`config.mk`:
```
export PLATFORM = sky130hd
export DESIGN_NAME = march_controller
export DESIGN_NICKNAME = d
export VERILOG_FILES = /design/src/rtl/march_controller.sv
export SDC_FILE = /design/constraint.sdc
export NUM_CORES = 1
export LEC_CHECK = 0
export ABC_AREA = 1
export BUFFER_PORTS_ARGS = -buffer_cell sky130_fd_sc_hd__buf_2
export CORE_ASPECT_RATIO = 1.25
export CORE_MARGIN = 2
export CORE_UTILIZATION = 50
export CTS_BUF_LIST = sky130_fd_sc_hd__clkbuf_8 sky130_fd_sc_hd__clkbuf_16
export CTS_CLUSTER_SIZE = 10
export DETAILED_ROUTE_END_ITERATION = 16
export PLACE_DENSITY = 0.75
export SYNTH_ARGS = -nofsm -noshare
export SYNTH_HDL_FRONTEND = slang
export SYNTH_SLANG_ARGS = --single-unit
```
`constraint.sdc`:
```
create_clock -name clk -period 2.2 [get_ports clk]
set_clock_uncertainty 0.15 [all_clocks]
set_input_delay 0.44 -clock clk [delete_from_list [all_inputs] [get_ports clk]]
set_output_delay 0.44 -clock clk [all_outputs]
set_load 0.01 [all_outputs]
```
`src/rtl/march_controller.sv`:
```
// rtl/march_controller.sv - March C- BIST sequencer: drives address generator and memory, compares reads, records failures
module march_controller #(
    parameter int ad_w = 4,
    parameter int d_w  = 8
) (
    input  logic            clk,
    input  logic            reset,
    input  logic            start,
    input  logic [ad_w-1:0] address,
    input  logic [d_w-1:0]  rdata,
    output logic            ag_reset,
    output logic            ag_preset,
    output logic            ag_en,
    output logic            ag_up_down,
    output logic            we,
    output logic            re,
    output logic [d_w-1:0]  wdata,
    output logic            busy,
    output logic            done,
    output logic            fail,
    output logic [ad_w-1:0] fail_addr,
    output logic [2:0]      fail_elem,
    output logic [7:0]      err_cnt
);

    typedef enum logic [2:0] {S_IDLE, S_SETUP, S_OP, S_FLUSH, S_DONE} state_t;

    state_t          state_q, state_d;
    logic [2:0]      e_q, e_d;
    logic            o_q, o_d;
    logic            cmp_valid_q, cmp_valid_d;
    logic            cmp_exp_q, cmp_exp_d;
    logic [ad_w-1:0] cmp_addr_q, cmp_addr_d;
    logic [2:0]      cmp_elem_q, cmp_elem_d;
    logic            fail_q, fail_d;
    logic [ad_w-1:0] fail_addr_q, fail_addr_d;
    logic [2:0]      fail_elem_q, fail_elem_d;
    logic [7:0]      err_cnt_q, err_cnt_d;
    logic            busy_q, busy_d;
    logic            done_q, done_d;

    logic elem_up, two_op, op_is_read, op_bg, last_op, terminal, mismatch;

    // Element table: E0 w0 | E1 r0,w1 | E2 r1,w0 | E3 r0,w1 (down) | E4 r1,w0 (down) | E5 r0
    always_comb begin
        elem_up    = !(e_q == 3'd3 || e_q == 3'd4);
        two_op     = (e_q != 3'd0) && (e_q != 3'd5);
        op_is_read = two_op ? !o_q : (e_q == 3'd5);
        op_bg      = 1'b0;
        if (two_op) begin
            op_bg = o_q ? (e_q == 3'd1 || e_q == 3'd3) : (e_q == 3'd2 || e_q == 3'd4);
        end
        last_op    = two_op ? o_q : 1'b1;
        terminal   = elem_up ? (&address) : (address == '0);
        mismatch   = cmp_valid_q && (rdata != {d_w{cmp_exp_q}});
    end

    always_comb begin
        ag_reset   = 1'b0;
        ag_preset  = 1'b0;
        ag_en      = 1'b0;
        ag_up_down = 1'b0;
        we         = 1'b0;
        re         = 1'b0;
        wdata      = '0;
        if (state_q == S_SETUP) begin
            ag_reset  = elem_up;
            ag_preset = !elem_up;
        end else if (state_q == S_OP) begin
            re         = op_is_read;
            we         = !op_is_read;
            wdata      = {d_w{op_bg}};
            ag_up_down = elem_up;
            ag_en      = last_op && !terminal;
        end
    end

    always_comb begin
        state_d     = state_q;
        e_d         = e_q;
        o_d         = o_q;
        cmp_valid_d = 1'b0;
        cmp_exp_d   = cmp_exp_q;
        cmp_addr_d  = cmp_addr_q;
        cmp_elem_d  = cmp_elem_q;
        fail_d      = fail_q;
        fail_addr_d = fail_addr_q;
        fail_elem_d = fail_elem_q;
        err_cnt_d   = err_cnt_q;

        // The read issued last cycle is judged now; only the first failure is localised
        if (mismatch) begin
            fail_d    = 1'b1;
            err_cnt_d = (err_cnt_q == 8'hFF) ? err_cnt_q : err_cnt_q + 8'd1;
            if (!fail_q) begin
                fail_addr_d = cmp_addr_q;
                fail_elem_d = cmp_elem_q;
            end
        end

        case (state_q)
            S_IDLE: begin
                if (start) begin
                    fail_d      = 1'b0;
                    fail_addr_d = '0;
                    fail_elem_d = '0;
                    err_cnt_d   = '0;
                    e_d         = 3'd0;
                    state_d     = S_SETUP;
                end
            end
            S_SETUP: begin
                o_d     = 1'b0;
                state_d = S_OP;
            end
            S_OP: begin
                if (op_is_read) begin
                    cmp_valid_d = 1'b1;
                    cmp_exp_d   = op_bg;
                    cmp_addr_d  = address;
                    cmp_elem_d  = e_q;
                end
                if (!last_op) begin
                    o_d = 1'b1;
                end else if (!terminal) begin
                    o_d = 1'b0;
                end else if (e_q == 3'd5) begin
                    state_d = S_FLUSH;
                end else begin
                    e_d     = e_q + 3'd1;
                    state_d = S_SETUP;
                end
            end
            S_FLUSH: state_d = S_DONE;
            S_DONE:  state_d = S_IDLE;
            default: state_d = S_IDLE;
        endcase

        busy_d = (state_d == S_SETUP) || (state_d == S_OP) || (state_d == S_FLUSH);
        done_d = (state_d == S_DONE);
    end

    always_ff @(posedge clk) begin
        if (reset) begin
            state_q     <= S_IDLE;
            e_q         <= '0;
            o_q         <= 1'b0;
            cmp_valid_q <= 1'b0;
            cmp_exp_q   <= 1'b0;
            cmp_addr_q  <= '0;
            cmp_elem_q  <= '0;
            fail_q      <= 1'b0;
            fail_addr_q <= '0;
            fail_elem_q <= '0;
            err_cnt_q   <= '0;
            busy_q      <= 1'b0;
            done_q      <= 1'b0;
        end else begin
            state_q     <= state_d;
            e_q         <= e_d;
            o_q         <= o_d;
            cmp_valid_q <= cmp_valid_d;
            cmp_exp_q   <= cmp_exp_d;
            cmp_addr_q  <= cmp_addr_d;
            cmp_elem_q  <= cmp_elem_d;
            fail_q      <= fail_d;
            fail_addr_q <= fail_addr_d;
            fail_elem_q <= fail_elem_d;
            err_cnt_q   <= err_cnt_d;
            busy_q      <= busy_d;
            done_q      <= done_d;
        end
    end

    assign busy      = busy_q;
    assign done      = done_q;
    assign fail      = fail_q;
    assign fail_addr = fail_addr_q;
    assign fail_elem = fail_elem_q;
    assign err_cnt   = err_cnt_q;

endmodule

```
==> impl_metrics.prom <==
# TYPE chip_impl_metric gauge
chip_impl_metric{name="setup_tns",unit="ns"} -0.5763
chip_impl_metric{name="clk_latency",unit="ns"} 0.28
chip_impl_metric{name="vdd_drop_max",unit="V"} 0.0005390
chip_impl_metric{name="power.clock.fraction",unit="%"} 44.4
chip_impl_metric{name="critPathArrivalTime",unit="ns"} 1.70
chip_impl_metric{name="postSynthAreaPerCell",unit="um2"} 6.930
chip_impl_metric{name="final-hold-violation-count",unit=""} 0
chip_impl_metric{name="die-width",unit="um"} 60.12
chip_impl_metric{name="largest_net_degree_at_the_start_of_global_routing",unit=""} 15
chip_impl_info{name="tritoncts_clock_tree",value="built"} 1
chip_impl_metric{name="detail_route.wl_per_cell",unit="um"} 11.20
chip_impl_metric{name="dieArea",unit="mm2"} 0.004457
chip_impl_metric{name="final_antenna_net_count",unit=""} 0
chip_impl_metric{name="layout.nets",unit=""} 356
chip_impl_metric{name="timing.final.max_slew_violations",unit=""} 0
chip_impl_metric{name="critPathRequiredTime",unit="ns"} 1.61
chip_impl_metric{name="cell_internal_power_dissipation",unit="mW"} 0.9894
chip_impl_metric{name="setup_ws",unit="ns"} -0.08571
chip_impl_metric{name="antennaDiodeCount",unit=""} 0
chip_impl_metric{name="core_rows",unit=""} 25
chip_impl_metric{name="core_area",unit="mm2"} 0.003785
chip_impl_info{name="synth-main-ff-cell",value="sky130_fd_sc_hd__dfxtp_1"} 1
chip_impl_metric{name="max-clock-path-buffers",unit=""} 2
chip_impl_metric{name="seqPwrFrac",unit="%"} 47.9
chip_impl_metric{name="final_cell_area",unit="mm2"} 0.002537
chip_impl_metric{name="io_buffers",unit=""} 46
chip_impl_metric{name="timing.fmax",unit="MHz"} 437.5
chip_impl_metric{name="timing.critical_path.buf_inv",unit=""} 4
chip_impl_info{name="violations_in_the_final_reports",value="negative setup slack"} 1
chip_impl_metric{name="cts-buffers-inserted",unit=""} 5
chip_impl_metric{name="cellLeakagePower",unit="nW"} 1.265
chip_impl_metric{name="switching_pwr",unit="mW"} 0.3071
chip_impl_info{name="cell_by_cell_listing_of_the_critical_path",value="inv_6, ha_4, inv_1, nand2_1, o21ai_2, o22ai_4, inv_2, nor2_4, buf_2"} 1
chip_impl_metric{name="fraction_of_the_mapped_netlist_area_in_compound_gates",unit="%"} 7.438
chip_impl_metric{name="clkTransAtPathRegs",unit="ns"} 0.07
chip_impl_metric{name="n_fill_cell",unit=""} 334
chip_impl_metric{name="finalWorstPathRequiredPeriod",unit="ns"} 2.286
chip_impl_metric{name="final_weighted_congestion_in_routability_driven_placement",unit=""} 0.8268
chip_impl_metric{name="global_route_wire_length_before_repair",unit="mm"} 6.789
chip_impl_info{name="post-synth-top-area-cell",value="sky130_fd_sc_hd__dfxtp_1"} 1
chip_impl_info{name="end_kind",value="primary output"} 1
chip_impl_metric{name="critical_path.max_stage_delay",unit="ns"} 0.39
chip_impl_metric{name="post-place-ws",unit="ns"} 0.07250
chip_impl_metric{name="grt_use_met2",unit="%"} 36.84
chip_impl_metric{name="fp.dieH",unit="um"} 74.15
chip_impl_metric{name="synthSimpleGateAreaFrac",unit="%"} 38.91
chip_impl_info{name="yosys-top-cells-count",value="sky130_fd_sc_hd__nand2_1 (62), sky130_fd_sc_hd__nor2_1 (52), sky130_fd_sc_hd__inv_1 (37)"} 1
chip_impl_metric{name="route.vias.total",unit=""} 1862
chip_impl_metric{name="clock_sink_count",unit=""} 34
chip_impl_info{name="post-synth-top-count-cell",value="sky130_fd_sc_hd__nand2_1"} 1
chip_impl_info{name="critical-path-slowest-cell",value="sky130_fd_sc_hd__dfxtp_4"} 1
chip_impl_metric{name="syn_inst",unit=""} 284
chip_impl_metric{name="count_of_flip_flops_with_a_built_in_enable_after_synthesis",unit=""} 0
chip_impl_metric{name="drv.max_cap_violation_count",unit=""} 0
chip_impl_metric{name="drt-initial-drc-count",unit=""} 87
chip_impl_metric{name="overflow_left_after_global_routing",unit=""} 0
chip_impl_metric{name="ys_async_sr_fraction",unit="%"} 0
chip_impl_metric{name="p_per_area",unit="mW/mm2"} 511.0
chip_impl_metric{name="met3_usage",unit="%"} 3.304
chip_impl_metric{name="synth.mux.area_fraction",unit="%"} 0
chip_impl_metric{name="yosys.area.top_type_share",unit="%"} 34.58
chip_impl_metric{name="period_share",unit="%"} 103.9
chip_impl_metric{name="antenna_found_initial",unit=""} 0
chip_impl_metric{name="dr.pass1.iters",unit=""} 6
chip_impl_metric{name="drive_above_1_share",unit="%"} 33.53
chip_impl_metric{name="met1_usage",unit="%"} 21.26
chip_impl_metric{name="final_core_utilization",unit="%"} 67.04
chip_impl_metric{name="flow.area_growth_from_synthesis",unit="%"} 28.93
chip_impl_metric{name="synth.cell_area",unit="mm2"} 0.001968
chip_impl_metric{name="power.switching_fraction",unit="%"} 23.68
chip_impl_metric{name="dp.final_hpwl",unit="mm"} 2.990
chip_impl_metric{name="synth_xor_area_share",unit="%"} 0.8900
chip_impl_info{name="cp-start-kind",value="register"} 1
chip_impl_metric{name="routed_wirelength",unit="mm"} 4.345
chip_impl_metric{name="yosys.area_share.adder",unit="%"} 5.086
chip_impl_metric{name="max_slew_margin",unit="%"} 78.59
chip_impl_info{name="grt_setup_unrepaired",value="true"} 1
chip_impl_metric{name="initial_utilization",unit="%"} 52.00
chip_impl_info{name="synth_top_family_by_area",value="simple AND/OR/NAND/NOR gates"} 1
chip_impl_metric{name="tightestPinTransition",unit="ns"} 0.3208
chip_impl_metric{name="power_frac_comb",unit="%"} 7.7
chip_impl_metric{name="routed_via_density",unit=""} 4.799
chip_impl_metric{name="yosysUniqueCellTypes",unit=""} 31
chip_impl_info{name="result_of_the_run",value="finished with violations"} 1
chip_impl_metric{name="ys_warn_count",unit=""} 0
chip_impl_metric{name="first_global_vias",unit=""} 1665
chip_impl_metric{name="setup_viol_count_final",unit=""} 9
chip_impl_info{name="path_class",value="register to primary output"} 1
chip_impl_metric{name="hold_buffers",unit=""} 0
chip_impl_info{name="yosys-top-cells-area",value="sky130_fd_sc_hd__dfxtp_1 (35%), sky130_fd_sc_hd__nand2_1 (12%), sky130_fd_sc_hd__nor2_1 (9.9%)"} 1
chip_impl_metric{name="globalRouteTotalUtil",unit="%"} 19.73
chip_impl_metric{name="synthesis.nets",unit=""} 307
chip_impl_info{name="clk_root_buffer_cell",value="sky130_fd_sc_hd__clkbuf_8"} 1
chip_impl_metric{name="power.total",unit="mW"} 1.297
chip_impl_metric{name="ys_seq_area_share",unit="%"} 34.58
chip_impl_metric{name="placed_inst_area",unit="mm2"} 0.002200
chip_impl_info{name="hold_path_class",value="input port to register"} 1
chip_impl_metric{name="critPathMaxFanout",unit=""} 8
chip_impl_metric{name="htreeDepth",unit=""} 2
chip_impl_metric{name="ports",unit=""} 47
chip_impl_info{name="worst_path_dominant_cell_family",value="flip-flops"} 1
chip_impl_metric{name="detail_route.drc_violations",unit=""} 0
chip_impl_info{name="grt.busiest_layer",value="met2"} 1
chip_impl_metric{name="register_bit_count_reported_by_yosys",unit=""} 34
## power by group through the flow
stage	clock network [mW]	logic [mW]	registers (mW)
3_5_place_dp	0	0.0967	0.637
6_report	0.576	0.100	0.621
3_3_place_gp	0	0.0962	0.637
2_1_floorplan	0	0.0605	0.638
5_1_grt	0.620	0.112	0.621
4_1_cts	0.591	0.0976	0.620
## worst min-delay path, stage by stage
cell                      delay (ns)
sky130_fd_sc_hd__buf_2          0.09
sky130_fd_sc_hd__inv_1          0.06
sky130_fd_sc_hd__o21ai_2        0.12
## kinds of logic (layout without fill, tap and decap cells)
kind of cell / after synthesis / after routing
and+or+nand+nor: 163 / 163
buffers and inverters: 55 / 105
AOI/OAI and AO/OA: 22 / 22
adders and majority gates: 8 / 8
xor gates and xnor gates: 2 / 2
DFF: 34 / 34
## metal layers
metal	wire length [um]	share of wire (%)
met3	171	3.9
met5	0	0
met2	2270	52
met4	119	2.7
met1	1782	41
## path summary, 6_finish.rpt
check / cells past startpoint / startpoint / to / slack [ns]
worst min-delay path: 3 / address[1] / cmp_addr_q[1] / 0.29
worst min register to register: 1 / state_q[2] / done / 0.31
worst max register to register: 10 / e_q[0] / cmp_addr_q[0] / 0.51
worst max-delay path: 9 / e_q[0] / wdata[0] / -0.09
## registers in the layout, indices dropped and copies added (netlist names)
register / cells
busy: 1
cmp_addr_q: 4
cmp_elem_q: 3
cmp_exp_q: 1
cmp_valid_q: 1
done: 1
e_q: 3
err_cnt: 8
fail: 1
fail_addr: 4
fail_elem: 3
o_q: 1
state_q: 3
## stage by stage
step / std cells / hold WS [ns]
6_report: 388 / 0.2918
5_1_grt: 388 / 0.2862
4_1_cts: 385 / 0.2800
3_5_place_dp: 375 / 0.2906
3_3_place_gp: 375 / 0.2833
2_1_floorplan: 284 / 0.2732
## timing repair
| action | 4_1_cts | 5_1_grt |
|---|---|---|
| pin swaps | 1 | 2 |
| endpoints found under the setup margin | 9 | 9 |
| buffers inserted | 2 | 3 |
| resized for setup | 20 | 22 |
## placed cells by master (no fill, tap or decap), types with 5 or more instances in the layout
| cell type | synthesis | final |
|---|---|---|
| sky130_fd_sc_hd__ha_4 | 0 | 7 |
| sky130_fd_sc_hd__buf_4 | 8 | 7 |
| sky130_fd_sc_hd__clkbuf_8 | 0 | 5 |
| sky130_fd_sc_hd__inv_1 | 37 | 34 |
| sky130_fd_sc_hd__nor2_1 | 52 | 51 |
| sky130_fd_sc_hd__o21ai_2 | 8 | 9 |
| sky130_fd_sc_hd__a21oi_1 | 7 | 6 |
| sky130_fd_sc_hd__nand2_1 | 62 | 60 |
| sky130_fd_sc_hd__dfxtp_1 | 34 | 31 |
| sky130_fd_sc_hd__buf_2 | 1 | 43 |
| sky130_fd_sc_hd__nand3_1 | 23 | 22 |
## layout make-up
cell class,count,area [um2],share of cell area (%)
tap,54,67.56,2.663
clock buffer,5,68.82,2.712
inverter,43,176.4,6.953
timing repair buffer,54,312.8,12.33
clock inverter,3,45.04,1.775
multi-input combinational,195,1177,46.40
sequential,34,689.4,27.17
Note: power is estimated with default switching activity, not from simulation.
